**src/rtl/cic_interpolator_if.sv**
```systemverilog
// Low-rate sample handshake, high-rate output strobe and status flags of the CIC interpolator.
// The master side is upstream logic; the slave side is the interpolator.
interface cic_interpolator_if #(
  parameter int IN_WIDTH  = 16,
  parameter int OUT_WIDTH = 16
);
  logic                        in_strobe;
  logic signed [IN_WIDTH-1:0]  in_data;
  logic                        in_ready;
  logic                        out_strobe;
  logic signed [OUT_WIDTH-1:0] out_data;
  logic                        out_valid;
  logic                        underflow;
  logic                        overflow;

  modport master (
    output in_strobe, in_data, out_strobe,
    input  in_ready, out_data, out_valid, underflow, overflow
  );

  modport slave (
    input  in_strobe, in_data, out_strobe,
    output in_ready, out_data, out_valid, underflow, overflow
  );
endinterface

```
**src/rtl/cic_interpolator.sv**
```systemverilog
// CIC interpolator: N combs at the input rate, zero-stuff by RATE, N pipelined integrators
// at the out_strobe rate. All arithmetic wraps modulo 2^ACC_WIDTH; the combs cancel the wrap.
module cic_interpolator #(
  parameter int STAGES    = 3,
  parameter int RATE      = 32,
  parameter int IN_WIDTH  = 16,
  parameter int ACC_WIDTH = 26,
  parameter int OUT_WIDTH = 16
) (
  input  logic               clock,
  input  logic               reset,
  cic_interpolator_if.slave  bus
);

  localparam int PW = (RATE > 1) ? $clog2(RATE) : 1;
  localparam logic [PW-1:0] LAST_PHASE = PW'(RATE - 1);

  function automatic logic signed [ACC_WIDTH-1:0] sext_in(input logic signed [IN_WIDTH-1:0] v);
    return ACC_WIDTH'(v);
  endfunction

  // Top OUT_WIDTH bits of the accumulator: floor division, no rounding, no saturation.
  function automatic logic signed [OUT_WIDTH-1:0] trunc_out(input logic signed [ACC_WIDTH-1:0] v);
    return OUT_WIDTH'(v >>> (ACC_WIDTH - OUT_WIDTH));
  endfunction

  logic [PW-1:0]               r_phase;
  logic                        r_ready;
  logic signed [IN_WIDTH-1:0]  r_hold;
  logic                        r_underflow;
  logic                        r_overflow;
  logic signed [ACC_WIDTH-1:0] r_comb_dly [STAGES];
  logic signed [ACC_WIDTH-1:0] r_int      [STAGES];
  logic signed [OUT_WIDTH-1:0] r_out_data;
  logic                        r_out_valid;

  logic                        w_load;
  logic                        w_accept;
  logic signed [ACC_WIDTH-1:0] w_comb [STAGES+1];

  // Stage p0: load decode and combinational comb chain (empty register feeds a zero).
  always_comb begin
    w_load   = bus.out_strobe && (r_phase == '0);
    w_accept = bus.in_strobe && r_ready;
    w_comb[0] = r_ready ? '0 : sext_in(r_hold);
    for (int k = 0; k < STAGES; k++) begin
      w_comb[k+1] = w_comb[k] - r_comb_dly[k];
    end
  end

  always_ff @(posedge clock) begin
    if (reset) begin
      r_phase     <= '0;
      r_ready     <= 1'b1;
      r_hold      <= '0;
      r_underflow <= 1'b0;
      r_overflow  <= 1'b0;
    end else begin
      if (bus.out_strobe) begin
        r_phase <= (r_phase == LAST_PHASE) ? '0 : r_phase + 1'b1;
      end
      if (bus.in_strobe && !r_ready) begin
        r_overflow <= 1'b1;
      end
      if (w_load) begin
        if (r_ready) begin
          r_underflow <= 1'b1;
        end else begin
          r_ready <= 1'b1;
        end
      end
      // Capture wins over a same-cycle load, which already saw the register empty.
      if (w_accept) begin
        r_hold  <= bus.in_data;
        r_ready <= 1'b0;
      end
    end
  end

  // Stage p1..pN: comb delays on load, integrator pipeline and output register on out_strobe.
  always_ff @(posedge clock) begin
    if (reset) begin
      for (int k = 0; k < STAGES; k++) begin
        r_comb_dly[k] <= '0;
        r_int[k]      <= '0;
      end
      r_out_data  <= '0;
      r_out_valid <= 1'b0;
    end else begin
      r_out_valid <= bus.out_strobe;
      if (w_load) begin
        for (int k = 0; k < STAGES; k++) begin
          r_comb_dly[k] <= w_comb[k];
        end
      end
      if (bus.out_strobe) begin
        r_int[0] <= r_int[0] + (w_load ? w_comb[STAGES] : '0);
        for (int k = 1; k < STAGES; k++) begin
          r_int[k] <= r_int[k] + r_int[k-1];
        end
        r_out_data <= trunc_out(r_int[STAGES-1]);
      end
    end
  end

  assign bus.in_ready  = r_ready;
  assign bus.out_data  = r_out_data;
  assign bus.out_valid = r_out_valid;
  assign bus.underflow = r_underflow;
  assign bus.overflow  = r_overflow;

endmodule

```
**src/flat_wrapper.sv**
```systemverilog
// flat-port wrapper written by rule: the top's interface ports become plain ports
module cic_interpolator_flat 
#(
  parameter int STAGES    = 3,
  parameter int RATE      = 32,
  parameter int IN_WIDTH  = 16,
  parameter int ACC_WIDTH = 26,
  parameter int OUT_WIDTH = 16
)
  (clock, reset, bus_in_strobe, bus_in_data, bus_out_strobe, bus_in_ready, bus_out_data, bus_out_valid, bus_underflow, bus_overflow);
  cic_interpolator_if #(.IN_WIDTH(IN_WIDTH), .OUT_WIDTH(OUT_WIDTH)) bus_i ();
  input  logic clock;
  input  logic reset;
  input wire logic [$bits(bus_i.in_strobe)-1:0] bus_in_strobe;
  input wire logic [$bits(bus_i.in_data)-1:0] bus_in_data;
  input wire logic [$bits(bus_i.out_strobe)-1:0] bus_out_strobe;
  output wire logic [$bits(bus_i.in_ready)-1:0] bus_in_ready;
  output wire logic [$bits(bus_i.out_data)-1:0] bus_out_data;
  output wire logic [$bits(bus_i.out_valid)-1:0] bus_out_valid;
  output wire logic [$bits(bus_i.underflow)-1:0] bus_underflow;
  output wire logic [$bits(bus_i.overflow)-1:0] bus_overflow;
  assign bus_i.in_strobe = bus_in_strobe;
  assign bus_i.in_data = bus_in_data;
  assign bus_i.out_strobe = bus_out_strobe;
  assign bus_in_ready = bus_i.in_ready;
  assign bus_out_data = bus_i.out_data;
  assign bus_out_valid = bus_i.out_valid;
  assign bus_underflow = bus_i.underflow;
  assign bus_overflow = bus_i.overflow;
  cic_interpolator #(.STAGES(STAGES), .RATE(RATE), .IN_WIDTH(IN_WIDTH), .ACC_WIDTH(ACC_WIDTH), .OUT_WIDTH(OUT_WIDTH)) u_core (.clock(clock), .reset(reset), .bus(bus_i));
endmodule
```
**config.mk**
```make
export PLATFORM = sky130hd
export DESIGN_NAME = cic_interpolator_flat
export DESIGN_NICKNAME = d
export VERILOG_FILES = /design/src/rtl/cic_interpolator_if.sv /design/src/rtl/cic_interpolator.sv /design/src/flat_wrapper.sv
export SDC_FILE = /design/constraint.sdc
export NUM_CORES = 1
export LEC_CHECK = 0
export BUFFER_PORTS_ARGS = -buffer_cell sky130_fd_sc_hd__buf_2
export CAP_MARGIN = 25
export CELL_PAD_IN_SITES_DETAIL_PLACEMENT = 1
export CELL_PAD_IN_SITES_GLOBAL_PLACEMENT = 2
export CORE_AREA = 8 8 192 194
export DETAILED_ROUTE_END_ITERATION = 10
export DIE_AREA = 0 0 200 202
export GPL_TIMING_DRIVEN = 0
export PLACE_DENSITY_LB_ADDON = 0.1
export SLEW_MARGIN = 20
export SYNTH_ARGS = -nofsm -noshare
export SYNTH_HDL_FRONTEND = slang
export SYNTH_SLANG_ARGS = --single-unit
```
**constraint.sdc**
```tcl
create_clock -name clock -period 11.2 [get_ports clock]
set_input_delay 0.56 -clock clock [delete_from_list [all_inputs] [get_ports clock]]
set_output_delay 0.56 -clock clock [all_outputs]
set_load 0.05 [all_outputs]
```
# [Yosys cells after proc, flatten, opt, wreduce, memory -nomap -nowiden]
# Memories as Yosys holds them, arrays and structs flattened.
# Index checks and enable logic that the tools add are counted.
[word_totals] inputBits=20 rom_bits=0 latch_bits=0 word_cells=49 out_inout_bits=20 ff_bits=41 ramBits=156 n_memories=2
[classes] add_sub_neg=7 shifts=0 n_reduce_logical=7 n_mul=0 n_lt_le_gt_ge=0 n_eq_ne=1 div_mod_pow=0 bitwise_logic=6 n_mux=19
[mem_list] memory="u_core.r_comb_dly" depth=3 width=26 read_ports=3 rd_clocked_by_memory_dff=0 wr=3 line_no="cic_interpolator.sv:32" rtl="logic signed [ACC_WIDTH-1:0] r_comb_dly [STAGES];"
[mem_list] memory="u_core.r_int" depth=3 width=26 read_ports=3 rd_clocked_by_memory_dff=0 wr=3 line_no="cic_interpolator.sv:33" rtl="logic signed [ACC_WIDTH-1:0] r_int [STAGES];"
[ops] operator="26-bit two-way mux" count=8
[ops] operator="26-bit adder" count=3
[ops] operator="26-bit subtractor" count=3
[ops] operator="1-bit two-way mux" count=10
[ops] operator="1-bit OR" count=6
[ops] operator="5-bit by 1-bit adder with 5-bit output, second input constant" count=1
[ops] operator="5-bit equality test, second input constant" count=1
[ops] operator="5-bit zero test" count=1
[ops] operator="5-bit two-way mux" count=1
[ops] operator="1-bit logical AND" count=3
[ops] operator="2-bit AND reduction" count=1
[ops] operator="2-bit nonzero test" count=1
[ops] operator="1-bit zero test" count=1

# [Logic depth before layout (Yosys ltp)]
[depth] ltp_word=7 ltp_mapped=43 mapped_depth_nobuf=41

# [Least setup slack after synthesis]
# OpenSTA, ideal clock, no wires.
[synth_timing] path_type="register -> register" from="register u_core.r_ready (netlist: u_core.bus.in_ready)" to="memory u_core.r_int[0][25] (data pin)" synth_period_minus_slack_ns=8.167 path_stages_with_launch=41 path_slack_ns=3.033 setup_time_ns=0.258 t_arrival_ns=7.909 path_buffers=2 required_ns=10.942 cell_sequence="dfxtp_1 > clkbuf_1 > inv_1 > clkbuf_1 > nand2_1 > ha_1 > inv_1 > fa_1 > a21o_1 > a21oi_1 > o21bai_1 > a21oi_1 > o21bai_1 > and2_1 > o31a_1 > o41ai_2 > o21a_1 > xnor2_1 > (+5 left out) > xnor2_1 > ha_1 > a21o_1 > or4_1 > o22ai_2 > o21bai_1 > a21oi_1 > xor2_1 > nor2_1 > ha_1 > a21o_1 > nand2b_1 > a21oi_1 > a31oi_1 > and4_1 > or3_1 > o211ai_1 > nand2b_1"
[synth_lines] element="start, declared" line_no="cic_interpolator.sv:28" rtl="logic r_ready;"
[synth_lines] element="start signal, assigned" line_no="cic_interpolator.sv:54" rtl="r_ready <= 1'b1;"
[synth_lines] element="start signal, assigned" line_no="cic_interpolator.sv:69" rtl="r_ready <= 1'b1;"
[synth_lines] element="start signal, assigned" line_no="cic_interpolator.sv:75" rtl="r_ready <= 1'b0;"
[synth_lines] element="end, declared" line_no="cic_interpolator.sv:33"

==> results.txt <==
Status - finished clean
Crit path kind - reg2reg
Final setup viols - 0
# Max-Cap Violations - 0
Starting density of the core - 0.401
Crit path from - u_core.bus.in_ready
First-pass detailed-route iteration total - 4
Deepest clock path buffer count - 2
Critical path buffers and inverters - 4
Syn Area/Cell - 9.28 um^2
Worst Hold Class - in2reg
Family with the most delay on the worst path - compound AO/OA/AOI/OAI gates
GPL Wtd Cong - 0.838
Post-CTS Resized - 0
Total Routing Usage GR - 0.165
Most frequent cells after synthesis - nor2_1 (149), edfxtp_1 (146), ha_1 (144)
CP arrival - 9.42 ns
Clk_skew - 0.0145 ns
Initial antenna violation count - 0
Yosys top cell area share - 0.322
Place WS - 2.05 ns
Setup Total Neg Slack - 0 ns
Final ANT Viol Nets - 0
Area leader, netlist - edfxtp_1
Fin crit period - 9.09 ns
Maximum VDD drop - 0.000128 V
Grt ovf - 0
M3 GR Usage - 0.0251
Die Area - 40,400 um^2
Area Overhead vs Synth - 11.0%
Syn nets - 1,637
Core box area - 33,900 um^2
Share of cells above drive strength 1 - 0.0604
Register area share after synthesis - 0.382
Max-slew violations - 0
PortBufs - 37
RR Startpoint - u_core.bus.in_ready
Count leader, synth - nor2_1
Number of synthesized register bits - 187
Post-Syn Area - 13,600 um^2
Wire length per cell - 16.1 um
M1 GR Usage - 0.193
Mapped Cells - 1,467
Yosys cell types - 70
Leakage - 6.67 nW
Met2 global-route usage - 0.303
Total Nets Final - 1,696
# diodes - 0
Ys Warns - 0
Sink Count - 187
Fill count - 3,933
RSZ-0062 raised after global routing - false
# rows - 68
Asr flop ratio synth - 0
CP Max Fanout - 10
Hold wc startpoint - bus_in_data[9]
Final wirelength - 32,100 um
Reg clk slew, reported paths - 0.08 ns
Number of synthesized flops with an enable pin - 146
Vias per inst - 5.21
CTS tree - built
Synth area leaders - edfxtp_1 (32%), ha_1 (13%), dfxtp_1 (6.0%), a21oi_1 (4.2%), nor2_1 (4.1%)
Final hold vios - 0
Slew headroom - 0.329
Synth Flop Type - edfxtp_1
CTS Buf Count - 17
Critical path capture point type - register
Vias in the first global route - 10,900
Die W - 200 um
Die Y - 202 um
Global-route wire length before repair - 53,400 um
Drt drc - 0
Power per standard cell area - 216 nW/um^2
Startpoint types - register
Final HPWL DP - 25,600 um
Fmax - 110 MHz
Slowest CP cell - or4_1
CTS root buffer - clkbuf_16
Worst-Skew Late Latency - 0.46 ns
Largest net degree at the start of global routing - 41
I/O pins - 40
Final WS setup - 2.11 ns
Gr busiest metal - met2
DR vias - 10,400
Final period utilization - 0.812
CP max stage delay - 0.43 ns
Post-CTS setup buffer count - 0
Initial DRC Count - 264
Hold Buf Count CTS - 0
Slew of the pin with the lowest slew margin - 1.01 ns
Required time of the worst setup path - 11.53 ns
H-tree levels - 4
## stage by stage
stage	cell area, um^2	power [W]	hold WS [ns]	instances	utilization
detailed placement	14400	0.00258	0.458	1962	0.425
floorplan	13600	0.00223	0.440	1467	-
CTS	15100	0.00330	0.321	1994	0.445
global route	15100	0.00354	0.336	1994	0.445
finish	15100	0.00326	0.343	1994	0.445
global placement	14400	0.00254	0.453	1959	0.423
## power breakdown
group	internal (W)	leakage, nW	switching [W]	total (W)
logic	0.000687	4.41	0.000940	0.00163
clock network	0.000426	0.331	0.000282	0.000709
registers	0.000867	1.93	0.0000576	0.000925
total	0.00198	6.67	0.00128	0.00326
## path summary, 6_finish.rpt
kind	to	cells past startpoint	slack [ns]
worst max register to register	u_core.r_int[0][25]	40	2.11
worst min register to register	u_core.r_hold[11]	2	0.47
worst max-delay path	u_core.r_int[0][25]	40	2.11
worst min-delay path	u_core.r_hold[9]	3	0.34
## area by class of cell
type / count / area (um^2) / area share
repair buffers: 40 / 240 / 0.0159
plain buffers: 35 / 131 / 0.00869
flip-flops and latches: 187 / 5200 / 0.344
clock buffers: 18 / 439 / 0.0291
clock inverters: 14 / 238 / 0.0157
multi-input cells: 1129 / 7860 / 0.520
well taps: 455 / 569 / 0.0377
inverters: 116 / 435 / 0.0288
## logic make-up after synthesis
family / share of synthesized area
compound gates: 0.170
simple gates: 0.187
buf+inv: 0.0416
fa+ha+maj: 0.141
mux: 0.0140
xor+xnor: 0.0640
flops: 0.382
## layer usage
metal  share of wire  wire, um
met1            0.45     14500
met2            0.51     16400
met3           0.021       665
met4           0.017       541
met5               0         0
## flip-flops by register name, summed over array words and instances, names as in the netlist
name and count:
u_core.r_hold 16, u_core.r_phase 5, u_core.r_int 78, u_core.bus.out_data 16, u_core.bus.underflow 1, u_core.r_comb_dly 68
u_core.bus.in_ready 1, u_core.bus.out_valid 1, u_core.bus.overflow 1
## worst reg2reg max path, delay by kind of cell, from the launching register on
kind	cells	cell delay [ns]
xor+xnor	3	0.48
fa+ha+maj	5	1.50
buf+inv	4	0.88
compound gates	19	3.88
simple gates	9	1.89
flops	1	0.36
## cells in the final DEF (no fill, tap or decap), types with 49 or more instances in the layout
cell type    n
edfxtp_1   146
a21oi_1    114
nor2_1     149
and2_1      63
xnor2_1     56
inv_1      116
o21ai_0     54
ha_1       144
nand2_1     86
a21o_1      49
Power figures use the tool's default switching activity.
